`src/rtl/occupancy_counter_pkg.sv`:
```
// Shared types and default constants for the car-park occupancy counter.
package carpark_pkg;

    typedef enum logic [1:0] {
        OCC_EMPTY = 2'b00,
        OCC_AVAIL = 2'b01,
        OCC_NEAR  = 2'b10,
        OCC_FULL  = 2'b11
    } occ_status_t;

    localparam int unsigned OCC_DEFAULT_CAPACITY    = 15;
    localparam int unsigned OCC_DEFAULT_NEAR_MARGIN = 2;

endpackage

```
`src/rtl/occupancy_counter_if.sv`:
```
// Event inputs and occupancy outputs of the occupancy counter.
// Optional BCD digit outputs are present when OCC_BCD_EN is defined.
interface occupancy_counter_if #(
    parameter int unsigned CNT_W = 4
);
    logic             entered;
    logic             exited;
    logic             clear;
    logic [CNT_W-1:0] count;
    logic [1:0]       status;
    logic             full;
    logic             empty;
    logic             err_overflow;
    logic             err_underflow;
`ifdef OCC_BCD_EN
    logic [3:0]       bcd_tens;
    logic [3:0]       bcd_ones;
`endif

    // Producer of events / consumer of occupancy
    modport master (
        output entered, exited, clear,
        input  count, status, full, empty, err_overflow, err_underflow
`ifdef OCC_BCD_EN
        , input bcd_tens, bcd_ones
`endif
    );

    // The occupancy counter itself
    modport slave (
        input  entered, exited, clear,
        output count, status, full, empty, err_overflow, err_underflow
`ifdef OCC_BCD_EN
        , output bcd_tens, bcd_ones
`endif
    );

endinterface

```
`src/rtl/occupancy_counter_rise_detect.sv`:
```
// Single-bit rising-edge detector with a registered one-cycle event pulse.
module rise_detect (
    input  logic clk,
    input  logic rst,
    input  logic in,
    output logic rise
);
    logic prev_q, prev_d;
    logic rise_q, rise_d;

    // Next-state: remember the input and flag a 0->1 transition
    always_comb begin
        prev_d = in;
        rise_d = in & ~prev_q;
    end

    // Edge history and event pulse registers
    always_ff @(posedge clk or posedge rst) begin
        if (rst) begin
            prev_q <= 1'b0;
            rise_q <= 1'b0;
        end else begin
            prev_q <= prev_d;
            rise_q <= rise_d;
        end
    end

    assign rise = rise_q;

endmodule

```
`src/rtl/occupancy_counter.sv`:
```
// Car-park occupancy counter: bounded count, 4-state status, sticky errors.
// Optional macro OCC_BCD_EN adds registered decimal digits of the count.
module occupancy_counter
    import carpark_pkg::*;
#(
    parameter int unsigned CAPACITY    = OCC_DEFAULT_CAPACITY,
    parameter int unsigned NEAR_MARGIN = OCC_DEFAULT_NEAR_MARGIN
) (
    input  logic                clk,
    input  logic                reset,
    occupancy_counter_if.slave  bus
);
    localparam int unsigned      CNT_W   = $clog2(CAPACITY + 1);
    localparam logic [CNT_W-1:0] CAP_C   = CNT_W'(CAPACITY);
    localparam logic [CNT_W-1:0] NEAR_LO = CNT_W'(CAPACITY - NEAR_MARGIN);

    logic inc_ev;
    logic dec_ev;

    // Clear is registered alongside the event pulses so that a clear and an
    // edge sampled on the same clock land together and the clear wins.
    logic clear_q, clear_d;

    logic [CNT_W-1:0] count_q, count_d;
    occ_status_t      status_q, status_d;
    logic             full_q, full_d;
    logic             empty_q, empty_d;
    logic             ovf_q, ovf_d;
    logic             unf_q, unf_d;

    rise_detect u_rise_entered (
        .clk  (clk),
        .rst  (reset),
        .in   (bus.entered),
        .rise (inc_ev)
    );

    rise_detect u_rise_exited (
        .clk  (clk),
        .rst  (reset),
        .in   (bus.exited),
        .rise (dec_ev)
    );

    // Next count, error flags and status classification of the next count
    always_comb begin
        clear_d = bus.clear;
        count_d = count_q;
        ovf_d   = ovf_q;
        unf_d   = unf_q;

        if (clear_q) begin
            count_d = '0;
            ovf_d   = 1'b0;
            unf_d   = 1'b0;
        end else if (inc_ev && dec_ev) begin
            count_d = count_q;
        end else if (inc_ev) begin
            if (count_q == CAP_C) begin
                ovf_d = 1'b1;
            end else begin
                count_d = count_q + CNT_W'(1);
            end
        end else if (dec_ev) begin
            if (count_q == '0) begin
                unf_d = 1'b1;
            end else begin
                count_d = count_q - CNT_W'(1);
            end
        end

        if (count_d == '0) begin
            status_d = OCC_EMPTY;
        end else if (count_d == CAP_C) begin
            status_d = OCC_FULL;
        end else if (count_d >= NEAR_LO) begin
            status_d = OCC_NEAR;
        end else begin
            status_d = OCC_AVAIL;
        end

        full_d  = (status_d == OCC_FULL);
        empty_d = (status_d == OCC_EMPTY);
    end

    // Occupancy state and registered outputs
    always_ff @(posedge clk or posedge reset) begin
        if (reset) begin
            clear_q  <= 1'b0;
            count_q  <= '0;
            status_q <= OCC_EMPTY;
            full_q   <= 1'b0;
            empty_q  <= 1'b1;
            ovf_q    <= 1'b0;
            unf_q    <= 1'b0;
        end else begin
            clear_q  <= clear_d;
            count_q  <= count_d;
            status_q <= status_d;
            full_q   <= full_d;
            empty_q  <= empty_d;
            ovf_q    <= ovf_d;
            unf_q    <= unf_d;
        end
    end

    assign bus.count         = count_q;
    assign bus.status        = status_q;
    assign bus.full          = full_q;
    assign bus.empty         = empty_q;
    assign bus.err_overflow  = ovf_q;
    assign bus.err_underflow = unf_q;

`ifdef OCC_BCD_EN
    logic [7:0] cnt8;
    logic [3:0] bcd_tens_q, bcd_tens_d;
    logic [3:0] bcd_ones_q, bcd_ones_d;

    // Decimal digits of the registered count (capacity limited to 99)
    always_comb begin
        cnt8       = 8'(count_q);
        bcd_tens_d = 4'(cnt8 / 8'd10);
        bcd_ones_d = 4'(cnt8 % 8'd10);
    end

    // BCD digit registers, one cycle behind count
    always_ff @(posedge clk or posedge reset) begin
        if (reset) begin
            bcd_tens_q <= '0;
            bcd_ones_q <= '0;
        end else begin
            bcd_tens_q <= bcd_tens_d;
            bcd_ones_q <= bcd_ones_d;
        end
    end

    assign bus.bcd_tens = bcd_tens_q;
    assign bus.bcd_ones = bcd_ones_q;
`endif

endmodule

```
`src/flat_wrapper.sv`:
```
// flat-port wrapper written by rule: the top's interface ports become plain ports
module occupancy_counter_flat import carpark_pkg::*;
#(
    parameter int unsigned CAPACITY    = OCC_DEFAULT_CAPACITY,
    parameter int unsigned NEAR_MARGIN = OCC_DEFAULT_NEAR_MARGIN
)
  (clk, reset, bus_entered, bus_exited, bus_clear, bus_count, bus_status, bus_full, bus_empty, bus_err_overflow, bus_err_underflow);
  occupancy_counter_if #(.CNT_W(4)) bus_i ();
  input  logic clk;
  input  logic reset;
  input wire logic [$bits(bus_i.entered)-1:0] bus_entered;
  input wire logic [$bits(bus_i.exited)-1:0] bus_exited;
  input wire logic [$bits(bus_i.clear)-1:0] bus_clear;
  output wire logic [$bits(bus_i.count)-1:0] bus_count;
  output wire logic [$bits(bus_i.status)-1:0] bus_status;
  output wire logic [$bits(bus_i.full)-1:0] bus_full;
  output wire logic [$bits(bus_i.empty)-1:0] bus_empty;
  output wire logic [$bits(bus_i.err_overflow)-1:0] bus_err_overflow;
  output wire logic [$bits(bus_i.err_underflow)-1:0] bus_err_underflow;
  assign bus_i.entered = bus_entered;
  assign bus_i.exited = bus_exited;
  assign bus_i.clear = bus_clear;
  assign bus_count = bus_i.count;
  assign bus_status = bus_i.status;
  assign bus_full = bus_i.full;
  assign bus_empty = bus_i.empty;
  assign bus_err_overflow = bus_i.err_overflow;
  assign bus_err_underflow = bus_i.err_underflow;
  occupancy_counter #(.CAPACITY(CAPACITY), .NEAR_MARGIN(NEAR_MARGIN)) u_core (.clk(clk), .reset(reset), .bus(bus_i));
endmodule
```
`config.mk`:
```
export PLATFORM = sky130hd
export DESIGN_NAME = occupancy_counter_flat
export DESIGN_NICKNAME = d
export VERILOG_FILES = /design/src/rtl/occupancy_counter_pkg.sv /design/src/rtl/occupancy_counter_if.sv /design/src/rtl/occupancy_counter_rise_detect.sv /design/src/rtl/occupancy_counter.sv /design/src/flat_wrapper.sv
export SDC_FILE = /design/constraint.sdc
export NUM_CORES = 1
export LEC_CHECK = 0
export CORE_UTILIZATION = 40
export DETAILED_ROUTE_END_ITERATION = 10
export PLACE_DENSITY = 0.65
export RECOVER_POWER = 100
export SLEW_MARGIN = 0
export SYNTH_ARGS = -nofsm -noshare
export SYNTH_HDL_FRONTEND = slang
export SYNTH_SLANG_ARGS = --single-unit
```
`constraint.sdc`:
```
create_clock -name clk -period 3.7 [get_ports clk]
set_clock_uncertainty 0.15 [all_clocks]
set_input_delay 0.37 -clock clk [delete_from_list [all_inputs] [get_ports clk]]
set_output_delay 0.37 -clock clk [all_outputs]
set_load 0.05 [all_outputs]
```
==> results.txt, run 1 <==
The latest clock arrival within the worst-skew pair is 0.28 ns. The total met2 wirelength after detailed routing is 594 um. Registers take 377 um^2. The number of nets at the end of the flow is 94. Each instance of the synthesized netlist takes up on average 10.8 um^2. The class of the tightest hold or removal check is reg2reg. The detailed router used layers up to and including met4.

The delay of the slowest cell on the worst path is 0.47 ns. Of the total power, combinational logic draws 0.278. The root buffer cell is sky130_fd_sc_hd__clkbuf_4. The count of unique library cells instantiated by Yosys came out at 34. The measured slew at the worst slew-check pin came out at 0.564 ns. The floorplan step set the die height to 45.8 um. The sum of negative setup slack is 0 ns. The reported net switching power came out at 134 uW.

Setup repair after global routing left no endpoint under its margin. The critical path goes through inv_1 > ha_1 > or3b_1 > a22oi_1 > mux2i_1 > xor2_1 > a21oi_2. The area of the core came out at 0.00176 mm^2. The final standard cell utilization of the core is 0.530. The overall power after layout is 394 uW. The effective utilization at floorplan came out at 0.434.

The final global-route overflow total is 0. CTS built an H-tree with a depth of 1. Fill cells in the final layout number 189. The cell area after placement came out at 911 um^2. The layout-stage area growth over the synthesis result is 22.1%. The sort of element at the end of the critical path is a flop. The number of nets still failing antenna checks after routing is 0. Of the total power, the clock network draws 0.234.

The per-cell routed wire length came out at 11.8 um. The initial antenna violation count is 0. Hold repair after CTS inserted 0 buffers. The via-per-instance ratio is 5.04. In this run the static leakage power is 0.000451 uW. The mapped cell area came out at 766 um^2. The total wirelength of the detailed-routed design came out at 1.32 mm. For this design, the slowest cell found on the critical path is sky130_fd_sc_hd__dfrtp_1. Setup violations remaining at the end of the flow were counted as 0.

CTS saw 15 sinks. Counting every net in the synthesized netlist gives 78. The smallest clock period supported by the final layout is computed as 2.32 ns. The setup path with the least slack is of type reg2reg. In the global route stage, overall resource usage came out at 0.150.

The initial DRC count is 4. The total count of max-transition violations in the final report came out at 0. For this run, the leading register cell type out of synthesis is sky130_fd_sc_hd__dfrtp_1.

The relative max-transition margin is 0.623. The final route contains 559 vias. Synthesis inferred 15 register bits. The number of flops mapped to enable cells by yosys came out at 0. The Yosys warning count is 0. Timing would allow up to 430 MHz. The combined area of the multi-input logic cells came out at 334 um^2. The arrival time of the worst setup path came out at 2.34 ns. Of the cells placed in the final design, the portion with a size suffix greater than 1 is 0.0930.

The total iterations of the first detailed-routing run is 4. The run finished with clean final reports. The clock-pin slew on the worst setup and hold paths came out at 0.08 ns. After legalization and detailed placement, the total HPWL measured 961 um. From left edge to right edge, the die measures 45.8 um.

The maximum number of pins on one net before global-route repair is 16. The power density of the placed cells came out at 421 mW/mm^2. The final weighted congestion of routability-driven global placement came out at 0.805.

After synthesis, the share of flip-flops with an asynchronous set or reset is 1.00. The max-cap check violation count came out at 0. The cell area after layout is 935 um^2.

The sequential element share of the synthesized area came out at 0.492. The global-route wire length before repair is 2.15 mm. The non-filler instance count after layout came out at 111.

0 antenna diodes ended up in the layout. The count of standard-cell rows came out at 15. The number of placed cells counting well taps is 107. The switching share of power is 0.339.

For this block, wires on met1 add up to 637 um. The area enclosed by the die boundary is 0.00209 mm^2. The met3 wire length came out at 41 um.

The number of global-route vias before repair came out at 496. After detailed routing, the number of remaining DRC violations is 0. The number of standard cells after synthesis came out at 71. The worst IR drop on VDD is 240 uV.

The clock passes through at most 2 buffers. The post-CTS setup buffer count came out at 0. During I/O placement, the number of pins put on the boundary was 15. The internal power of the cells is 260 uW.

The final cycle utilization of the critical path came out at 0.628. The critical-path maximum fanout is 9. Of the total power, registers draw 0.488. The number of gates given a new drive strength after cts is 0. The count of buffers from port buffering is 14. The TritonCTS clock tree is done. STA classifies the critical path startpoint as a flop. The number of clock buffers added by TritonCTS is 3. The count of final hold-check violations came out at 0. The worst endpoint required time is 3.72 ns.
==> area by class of cell <==
| class | count | area share |
|---|---|---|
| flip-flops and latches | 15 | 0.403 |
| clock buffers | 4 | 0.0281 |
| inverters | 7 | 0.0281 |
| well taps | 25 | 0.0335 |
| repair buffers | 14 | 0.150 |
| multi-input cells | 46 | 0.357 |
==> critical path, delay by kind of cell, from the launching register on <==
family,cells,cell delay [ns]
AOI/OAI and AO/OA,2,0.35
muxes,1,0.31
DFF,1,0.47
adders and majority gates,1,0.21
and+or+nand+nor,1,0.41
buffers and inverters,1,0.11
xor gates and xnor gates,1,0.20
==> logic make-up after synthesis <==
logic type	Yosys count	synth area share
simple gates	27	0.219
flops	15	0.492
compound gates	13	0.137
buf+inv	10	0.0686
xor+xnor	2	0.0229
mux	2	0.0278
fa+ha+maj	2	0.0327
==> worst paths after layout <==
path / start / slack, ns / cells after the start / end
worst max-delay path: u_core.bus.count[0] / 1.38 / 7 / u_core.bus.status[0]
min in group asynchronous: reset / 0.42 / 2 / u_core.bus.count[0]
max in group asynchronous: reset / 2.61 / 2 / u_core.bus.empty
worst min-delay path: u_core.u_rise_entered.prev_q / 0.25 / 1 / u_core.u_rise_entered.rise
worst min register to register: u_core.u_rise_entered.prev_q / 0.25 / 1 / u_core.u_rise_entered.rise
worst max register to register: u_core.bus.count[0] / 1.38 / 7 / u_core.bus.status[0]
==> flip-flops by register name (all words and copies together) (netlist names) <==
name	flops
u_core.bus.err_overflow	1
u_core.u_rise_exited.prev_q	1
u_core.bus.count	4
u_core.bus.status	2
u_core.clear_q	1
u_core.bus.full	1
u_core.bus.empty	1
u_core.u_rise_entered.rise	1
u_core.u_rise_entered.prev_q	1
u_core.u_rise_exited.rise	1
u_core.bus.err_underflow	1
==> cell usage after synthesis, types with 2 or more instances <==
cell type / n / area share
sky130_fd_sc_hd__a31oi_1: 3 / 0.025
sky130_fd_sc_hd__inv_1: 7 / 0.034
sky130_fd_sc_hd__nor2b_1: 5 / 0.041
sky130_fd_sc_hd__nor2_1: 8 / 0.039
sky130_fd_sc_hd__dfrtp_1: 14 / 0.46
sky130_fd_sc_hd__buf_6: 2 / 0.029
sky130_fd_sc_hd__and3_1: 2 / 0.016
sky130_fd_sc_hd__ha_1: 2 / 0.033
sky130_fd_sc_hd__nand3_1: 2 / 0.013
sky130_fd_sc_hd__and2_1: 2 / 0.016
==> layer usage <==
layer / global-route usage / up-vias
met5: 0 / -
met4: 0.106 / 0
met3: 0.0238 / 5
met2: 0.220 / 12
met1: 0.200 / 259
li1: - / 283
==> cell usage in the layout (no fill, tap or decap), types with 2 or more instances in the layout <==
master / count
sky130_fd_sc_hd__clkbuf_4: 3
sky130_fd_sc_hd__nor2_1: 8
sky130_fd_sc_hd__a31oi_1: 3
sky130_fd_sc_hd__dfrtp_1: 14
sky130_fd_sc_hd__nand3_1: 2
sky130_fd_sc_hd__dlygate4sd3_1: 14
sky130_fd_sc_hd__inv_1: 7
sky130_fd_sc_hd__ha_1: 2
sky130_fd_sc_hd__nor2b_1: 5
sky130_fd_sc_hd__and3_1: 2
==> per-stage QoR <==
step | hold WS (ns) | setup slack (ns)
after CTS | 0.257 | 1.38
after global routing | 0.285 | 1.20
after global placement | 0.235 | 1.46
after floorplan | 0.121 | 1.26
after detailed placement | 0.241 | 1.40
final | 0.253 | 1.38
==> power by group through the flow <==
stage | Combinational (uW) | Sequential [uW] | Clock [uW]
CTS | 117 | 193 | 95.2
global route | 118 | 195 | 102
finish | 109 | 192 | 92.1
detailed placement | 116 | 196 | 0
global placement | 116 | 196 | 0
floorplan | 56.2 | 226 | 0
(Power assumes the default switching activity.)
==> run 2: changes to the inputs <==
--- a/config.mk
+++ b/config.mk
@@ -7,7 +7,7 @@
 export LEC_CHECK = 0
 export CORE_UTILIZATION = 40
 export DETAILED_ROUTE_END_ITERATION = 10
-export PLACE_DENSITY = 0.65
+export PLACE_DENSITY = 0.68
 export RECOVER_POWER = 100
 export SLEW_MARGIN = 0
 export SYNTH_ARGS = -nofsm -noshare
==> constraint.sdc (replaced) <==
create_clock -name clk -period 2.1 [get_ports clk]
set_clock_uncertainty 0.15 [all_clocks]
set_input_delay 0.21 -clock clk [delete_from_list [all_inputs] [get_ports clk]]
set_output_delay 0.21 -clock clk [all_outputs]
set_load 0.05 [all_outputs]
==> run 2 against run 1 <==
The flow now finishes with violations (setup timing). Wire length grew 18%. Cell count grew 7.2%. Clock-buffer cell count did not move. Critical path depth unchanged. Via count grew 5.5%. First-iteration DRC count is 25% lower. Global-route usage rose by 2.6 points. Worst setup slack worse by 1.4 ns.
==> results.txt, run 2 (synthesis results as in run 1) <==
The TritonCTS clock tree is done. The count of buffers from port buffering was 14 (unchanged). The checks that failed: setup timing. The critical-path maximum fanout came out at 5 (-4). The clock buffer count from CTS is 3 (unchanged). The non-filler instance count after layout is 119 (+7.2%). Setup repair after global routing could not meet its margin everywhere. The total wirelength of the detailed-routed design is 1.56 mm (+18%). The run finished, with violations left. The CTS H-tree depth came to 1 (unchanged). The number of nets still failing antenna checks after routing came to 0 (unchanged). The number of nets at the end of the flow was 102 (+8.5%). The total iterations of the first detailed-routing run came out at 2 (-2). The fraction of final layout cells with drive strength greater than 1 came out at 0.277 (+0.184). The initial antenna violation count is 0 (unchanged). The total count of max-transition violations in the final report is 0 (unchanged). The area of the core was 0.00176 mm^2 (unchanged). The cts-stage hold buffer count came to 0 (unchanged).

The clock sink count is 15 (unchanged). The overall die height was 45.8 um (unchanged). The setup slack of the critical path after layout is -0.0375 ns (-1.41 ns). The x dimension of the die came out at 45.8 um (unchanged). The final weighted congestion of routability-driven global placement came to 0.814 (+1.1%). The count of standard-cell rows is 15 (unchanged). The final global-route overflow total was 0 (unchanged). The aggregate global-route resource usage came out at 0.176 (+0.0260). The clock-pin slew on the worst setup and hold paths came out at 0.08 ns (about the same).

The relative max-transition margin came out at 0.634 (+0.0111). The top cell types in the final layout, fill and taps aside, are sky130_fd_sc_hd__clkdlybuf4s50_1 (10), sky130_fd_sc_hd__dfrtp_1 (10), sky130_fd_sc_hd__nor2_1 (8), sky130_fd_sc_hd__buf_4 (8). The cell area after layout is 0.00103 mm^2 (+9.8%). The final cycle utilization of the critical path was 1.02 (+0.390).

The tree is rooted in a sky130_fd_sc_hd__clkbuf_4. The flip-flop count of the largest register after layout is 4 (unchanged). The maximum clock insertion buffer count came out at 2 (unchanged). Compared with the post-synthesis result, the final layout area differs by 34.0%. The leakage power came to 0.000464 uW (+2.9%). The global-route wire length before repair came out at 2.53 mm (+18%). The worst setup path is of the reg2reg kind. Walking the worst path, the cells encountered are inv_2 > ha_4 > or3b_4 > a22o_1 > a311o_1 > xor2_1 > a21oi_2. The power density of the placed cells is 725 mW/mm^2 (+72%).

The latest clock arrival within the worst-skew pair is 0.28 ns (about the same). The vias after detailed routing is 590 (+5.5%). The worst IR drop on VDD is 538 uV (+120%). The number of global-route vias before repair is 575 (+16%). The number of placed cells counting well taps is 114 (+6.5%). The half-perimeter wire length after detailed placement came out at 1.22 mm (+27%). The effective utilization at floorplan came out at 0.434 (unchanged). The maximum number of pins on one net before global-route repair came to 16 (unchanged). The area enclosed by the die boundary came out at 0.00209 mm^2 (unchanged).

The initial DRC count is 3 (-1). The delay of the slowest cell on the worst path came out at 0.44 ns (-0.03 ns). The cell area after placement was 986 um^2 (+8.2%). The count of antenna diodes in the layout is 0 (unchanged).

The number of top-level design ports came out at 15 (unchanged). The number of fillers in the final layout came out at 167 (-12%). The arrival time of the worst setup path came out at 2.15 ns (-0.19 ns). The minimum clock period came out at 2.14 ns (-0.187 ns). The detailed-route DRC error count is 0 (unchanged).

The via-per-instance ratio is 4.96 (-1.5%). The count of final hold-check violations is 0 (unchanged). STA classifies the critical path startpoint as a flop.

The peak clock frequency supported by timing came out at 468 MHz (+8.7%). The measured slew at the worst slew-check pin is 0.548 ns (-0.0166 ns). The max-cap check violation count is 0 (unchanged). The worst setup path is captured at a flop.

The number of setup violations in the final report came to 1 (+1). The class of the tightest hold or removal check is reg2reg. The worst endpoint required time came out at 2.11 ns (-1.61 ns). The slowest cell on the critical path is sky130_fd_sc_hd__dfrtp_2.

The per-cell routed wire length is 13.1 um (+10%).
## run 2: changes by cell type in the layout (fill, tap and decap cells not counted), sizes merged
cell / delta
buf: +8
clkdlybuf4s50: +10
dlygate4sd3: -10
## run 2: layout make-up
class	instances	area, um^2	share of cell area
Clock buffer	4	26.3	0.0256
Sequential cell	15	382	0.372
Inverter	7	26.3	0.0256
Tap cell	25	31.3	0.0305
Timing Repair Buffer	22	200	0.195
Multi-Input combinational cell	46	360	0.351
## run 2: layer usage
layer	global-route usage	routed length [um]	up-vias
li1	-	-	300
met1	0.232	740	276
met2	0.274	739	9
met3	0.0238	31	5
met4	0.106	44	0
met5	0	0	-
## run 2: worst max-delay path: cells and delay by family (launching register included)
kind            cells  cell delay, ns
simple gates        1            0.39
flops               1            0.44
fa+ha+maj           1            0.13
compound gates      3            0.64
xor+xnor            1            0.19
buf+inv             1            0.09
## run 2: metrics by stage
step	hold WS [ns]	TNS [ns]	util	setup slack [ns]	total power, uW
after floorplan	-0.0395	-0.137	-	-0.0855	508
after global placement	0.234	0	0.559	0.00345	581
after detailed placement	0.239	-0.0210	0.559	-0.0210	591
after CTS	0.140	-0.0596	0.574	-0.0411	750
after global routing	0.255	-0.122	0.582	-0.0839	784
final	0.245	-0.0375	0.582	-0.0375	744
## run 2: worst paths after layout
check / slack [ns] / endpoint / start / depth (start not counted)
worst max-delay path: -0.04 / u_core.bus.status[0] / u_core.bus.count[0] / 7
worst min-delay path: 0.25 / u_core.u_rise_entered.rise / u_core.u_rise_entered.prev_q / 1
worst max register to register: -0.04 / u_core.bus.status[0] / u_core.bus.count[0] / 7
worst min register to register: 0.25 / u_core.u_rise_entered.rise / u_core.u_rise_entered.prev_q / 1
max in group asynchronous: 1.14 / u_core.bus.count[1] / reset / 2
min in group asynchronous: 0.27 / u_core.bus.full / reset / 2
## run 2: power breakdown
group,leakage (uW),internal (uW),switching (uW),total [uW]
logic,0.000262,109,148,256
registers,0.000187,315,15.6,331
clock network,0.0000150,73.7,83.2,157
## run 2: timing repair
action                     CTS  global route
gates cloned                 0             0
buffers inserted             0             1
setup endpoints to repair    2             3
resized for setup            0             1
==> run 3: changes to the inputs <==
--- a/config.mk
+++ b/config.mk
@@ -8,7 +8,6 @@
 export CORE_UTILIZATION = 40
 export DETAILED_ROUTE_END_ITERATION = 10
 export PLACE_DENSITY = 0.68
-export RECOVER_POWER = 100
 export SLEW_MARGIN = 0
 export SYNTH_ARGS = -nofsm -noshare
 export SYNTH_HDL_FRONTEND = slang
==> run 3 against run 2 <==
Die area unchanged. Critical endpoint unchanged. First-iteration DRC count unchanged. Global-route usage unchanged. Critical path depth unchanged. Combinational power about the same. Maximum frequency up 0.14%. Total power up 0.41%. Wire length about the same. Utilization unchanged. The flow still finishes with violations (setup timing). Flip-flop and latch count unchanged.
==> results.txt, run 3 (synthesis results as in run 1) <==
The x dimension of the die came out at 45.8 um (unchanged). The maximum clock insertion buffer count came to 2 (unchanged). The detailed-route DRC error count is 0 (unchanged). The measured slew at the worst slew-check pin is 0.548 ns (-0.00000155 ns). The most common cell after layout, fill and taps aside is sky130_fd_sc_hd__clkdlybuf4s50_1.

The relative max-transition margin is 0.634 (about the same). The clock buffer count from CTS came out at 3 (unchanged). The total iterations of the first detailed-routing run is 3 (+1). The number of top-level design ports is 15 (unchanged). The layout-stage area growth over the synthesis result is 34.0% (unchanged). The most used routing layer is met2. The count of standard-cell rows is 15 (unchanged). The vias after detailed routing is 599 (+1.5%). The worst endpoint required time is 2.12 ns (about the same).

The flow ran to the end, but the final reports show violations. The tree is rooted in a sky130_fd_sc_hd__clkbuf_4. Walking the worst path, the cells encountered are inv_2 > ha_4 > or3b_4 > a22o_1 > a311o_1 > xor2_1 > a21oi_2. The half-perimeter wire length after detailed placement is 1.22 mm (unchanged).

The number of nets at the end of the flow came out at 102 (unchanged). The worst setup slack before clock tree synthesis is -0.0210 ns (unchanged). The final standard cell utilization of the core is 0.582 (unchanged). The minimum clock period came out at 2.13 ns (-0.00291 ns). The area of the core came out at 0.00176 mm^2 (unchanged). The initial DRC count is 3 (unchanged).

The aggregate global-route resource usage came to 0.176 (unchanged). The per-cell routed wire length was 13.1 um (about the same). The latest clock arrival within the worst-skew pair is 0.28 ns (about the same). The count of buffers from port buffering is 14 (unchanged). The met3 track demand over resource in global routing came to 0.0238 (unchanged).

TritonCTS built the clock tree. For this design, the slowest cell found on the critical path is sky130_fd_sc_hd__dfrtp_2. The maximum number of pins on one net before global-route repair came to 16 (unchanged). The area enclosed by the die boundary came out at 0.00209 mm^2 (unchanged). The peak clock frequency supported by timing is 468 MHz (+0.14%). The number of nets still failing antenna checks after routing is 0 (unchanged).

The max-cap check violation count came out at 0 (unchanged). The effective utilization at floorplan is 0.434 (unchanged). The total wirelength of the detailed-routed design came to 1.56 mm (about the same). The sort of element at the end of the critical path is a flop. The critical path is of the reg2reg type. The CTS H-tree depth came out at 1 (unchanged). The final reports fail on setup timing. The total count of max-transition violations in the final report came out at 0 (unchanged). The power density of the placed cells is 728 mW/mm^2 (+0.41%).

The count of antenna diodes in the layout came to 0 (unchanged). The setup slack of the critical path after layout came to -0.0346 ns (+0.00291 ns). The worst IR drop on VDD came to 543 uV (+0.79%). The overall die height was 45.8 um (unchanged). The final weighted congestion of routability-driven global placement came out at 0.814 (unchanged).

The number of global-route vias before repair is 575 (unchanged). The worst-case hold slack came out at 0.127 ns (-0.118 ns). In the layout the commonest cells are sky130_fd_sc_hd__clkdlybuf4s50_1 (14), sky130_fd_sc_hd__dfrtp_1 (10), sky130_fd_sc_hd__nor2_1 (8), sky130_fd_sc_hd__buf_4 (8). The met1 demand-to-capacity share in global routing came to 0.232 (unchanged). The final global-route overflow total was 0 (unchanged).

The delay of the slowest cell on the worst path came out at 0.44 ns (about the same). The count of final hold-check violations is 0 (unchanged). The met2 usage came out at 0.274 (unchanged).

The initial antenna violation count came out at 0 (unchanged). The arrival time of the worst setup path is 2.15 ns (about the same). The critical-path maximum fanout came out at 5 (unchanged).

STA classifies the critical path startpoint as a flop. The final cycle utilization of the critical path was 1.02 (-0.00138). The flip-flop count of the largest register after layout is 4 (unchanged).

The clock sink count is 15 (unchanged). The worst hold path belongs to the class in2async. The via-per-instance ratio is 5.03 (+1.5%). Setup repair after global routing could not meet its margin everywhere. The number of setup violations in the final report came out at 1 (unchanged). The clock-pin slew on the worst setup and hold paths is 0.08 ns (about the same).

The leakage power came out at 0.000463 uW (-0.23%). The fraction of final layout cells with drive strength greater than 1 is 0.277 (unchanged). The overall power after layout is 747 uW (+0.41%). The global-route wire length before repair came out at 2.53 mm (unchanged).
==> run 3: repair_timing <==
action,CTS,global route
hold buffers,0,0
setup buffers,0,1
gates resized for setup,0,1
endpoints found under the setup margin,2,3
==> run 3: power by group <==
part,total (uW),internal [uW],switching [uW]
registers,330,315,15.4
clock network,159,73.7,85.2
logic,258,110,148
==> run 3: critical path: cells and delay by family (launching register included) <==
| family | cells | cell delay [ns] |
|---|---|---|
| adder cells (fa/ha/maj) | 1 | 0.13 |
| AO/OA/AOI/OAI | 3 | 0.64 |
| flip-flops | 1 | 0.44 |
| AND/OR/NAND/NOR | 1 | 0.38 |
| XOR/XNOR | 1 | 0.19 |
| buffers and inverters | 1 | 0.08 |
==> run 3: metrics by stage <==
step                setup TNS (ns)  cells  area [um^2]
floorplan                   -0.137     71          788
global placement                 0    114          986
detailed placement         -0.0210    114          986
CTS                        -0.0596    118         1010
global route                -0.122    119         1030
finish                     -0.0346    119         1030
==> run 3: cell type report <==
class | count | area [um^2]
fill | 167 | 738
sequential | 15 | 382
multi-input combinational | 46 | 360
timing repair buffer | 22 | 200
tap | 25 | 31.3
clock buffer | 4 | 26.3
inverter | 7 | 26.3
==> run 3: path summary, 6_finish.rpt <==
path                                         startpoint                          to  slack, ns  depth (start not counted)
hold reg to reg            u_core.u_rise_entered.prev_q  u_core.u_rise_entered.rise       0.25                          1
max in group asynchronous                         reset         u_core.bus.count[1]       1.27                          2
hold / removal                                    reset             u_core.bus.full       0.13                          2
setup reg to reg                    u_core.bus.count[0]        u_core.bus.status[0]      -0.03                          7
setup / recovery                    u_core.bus.count[0]        u_core.bus.status[0]      -0.03                          7
min in group clk                              bus_clear              u_core.clear_q       0.22                          1
==> run 3: layer usage <==
layer | up-vias | routed length, um
met5 | - | 0
met1 | 283 | 745
met4 | 0 | 44
li1 | 302 | -
met3 | 5 | 31
met2 | 9 | 735
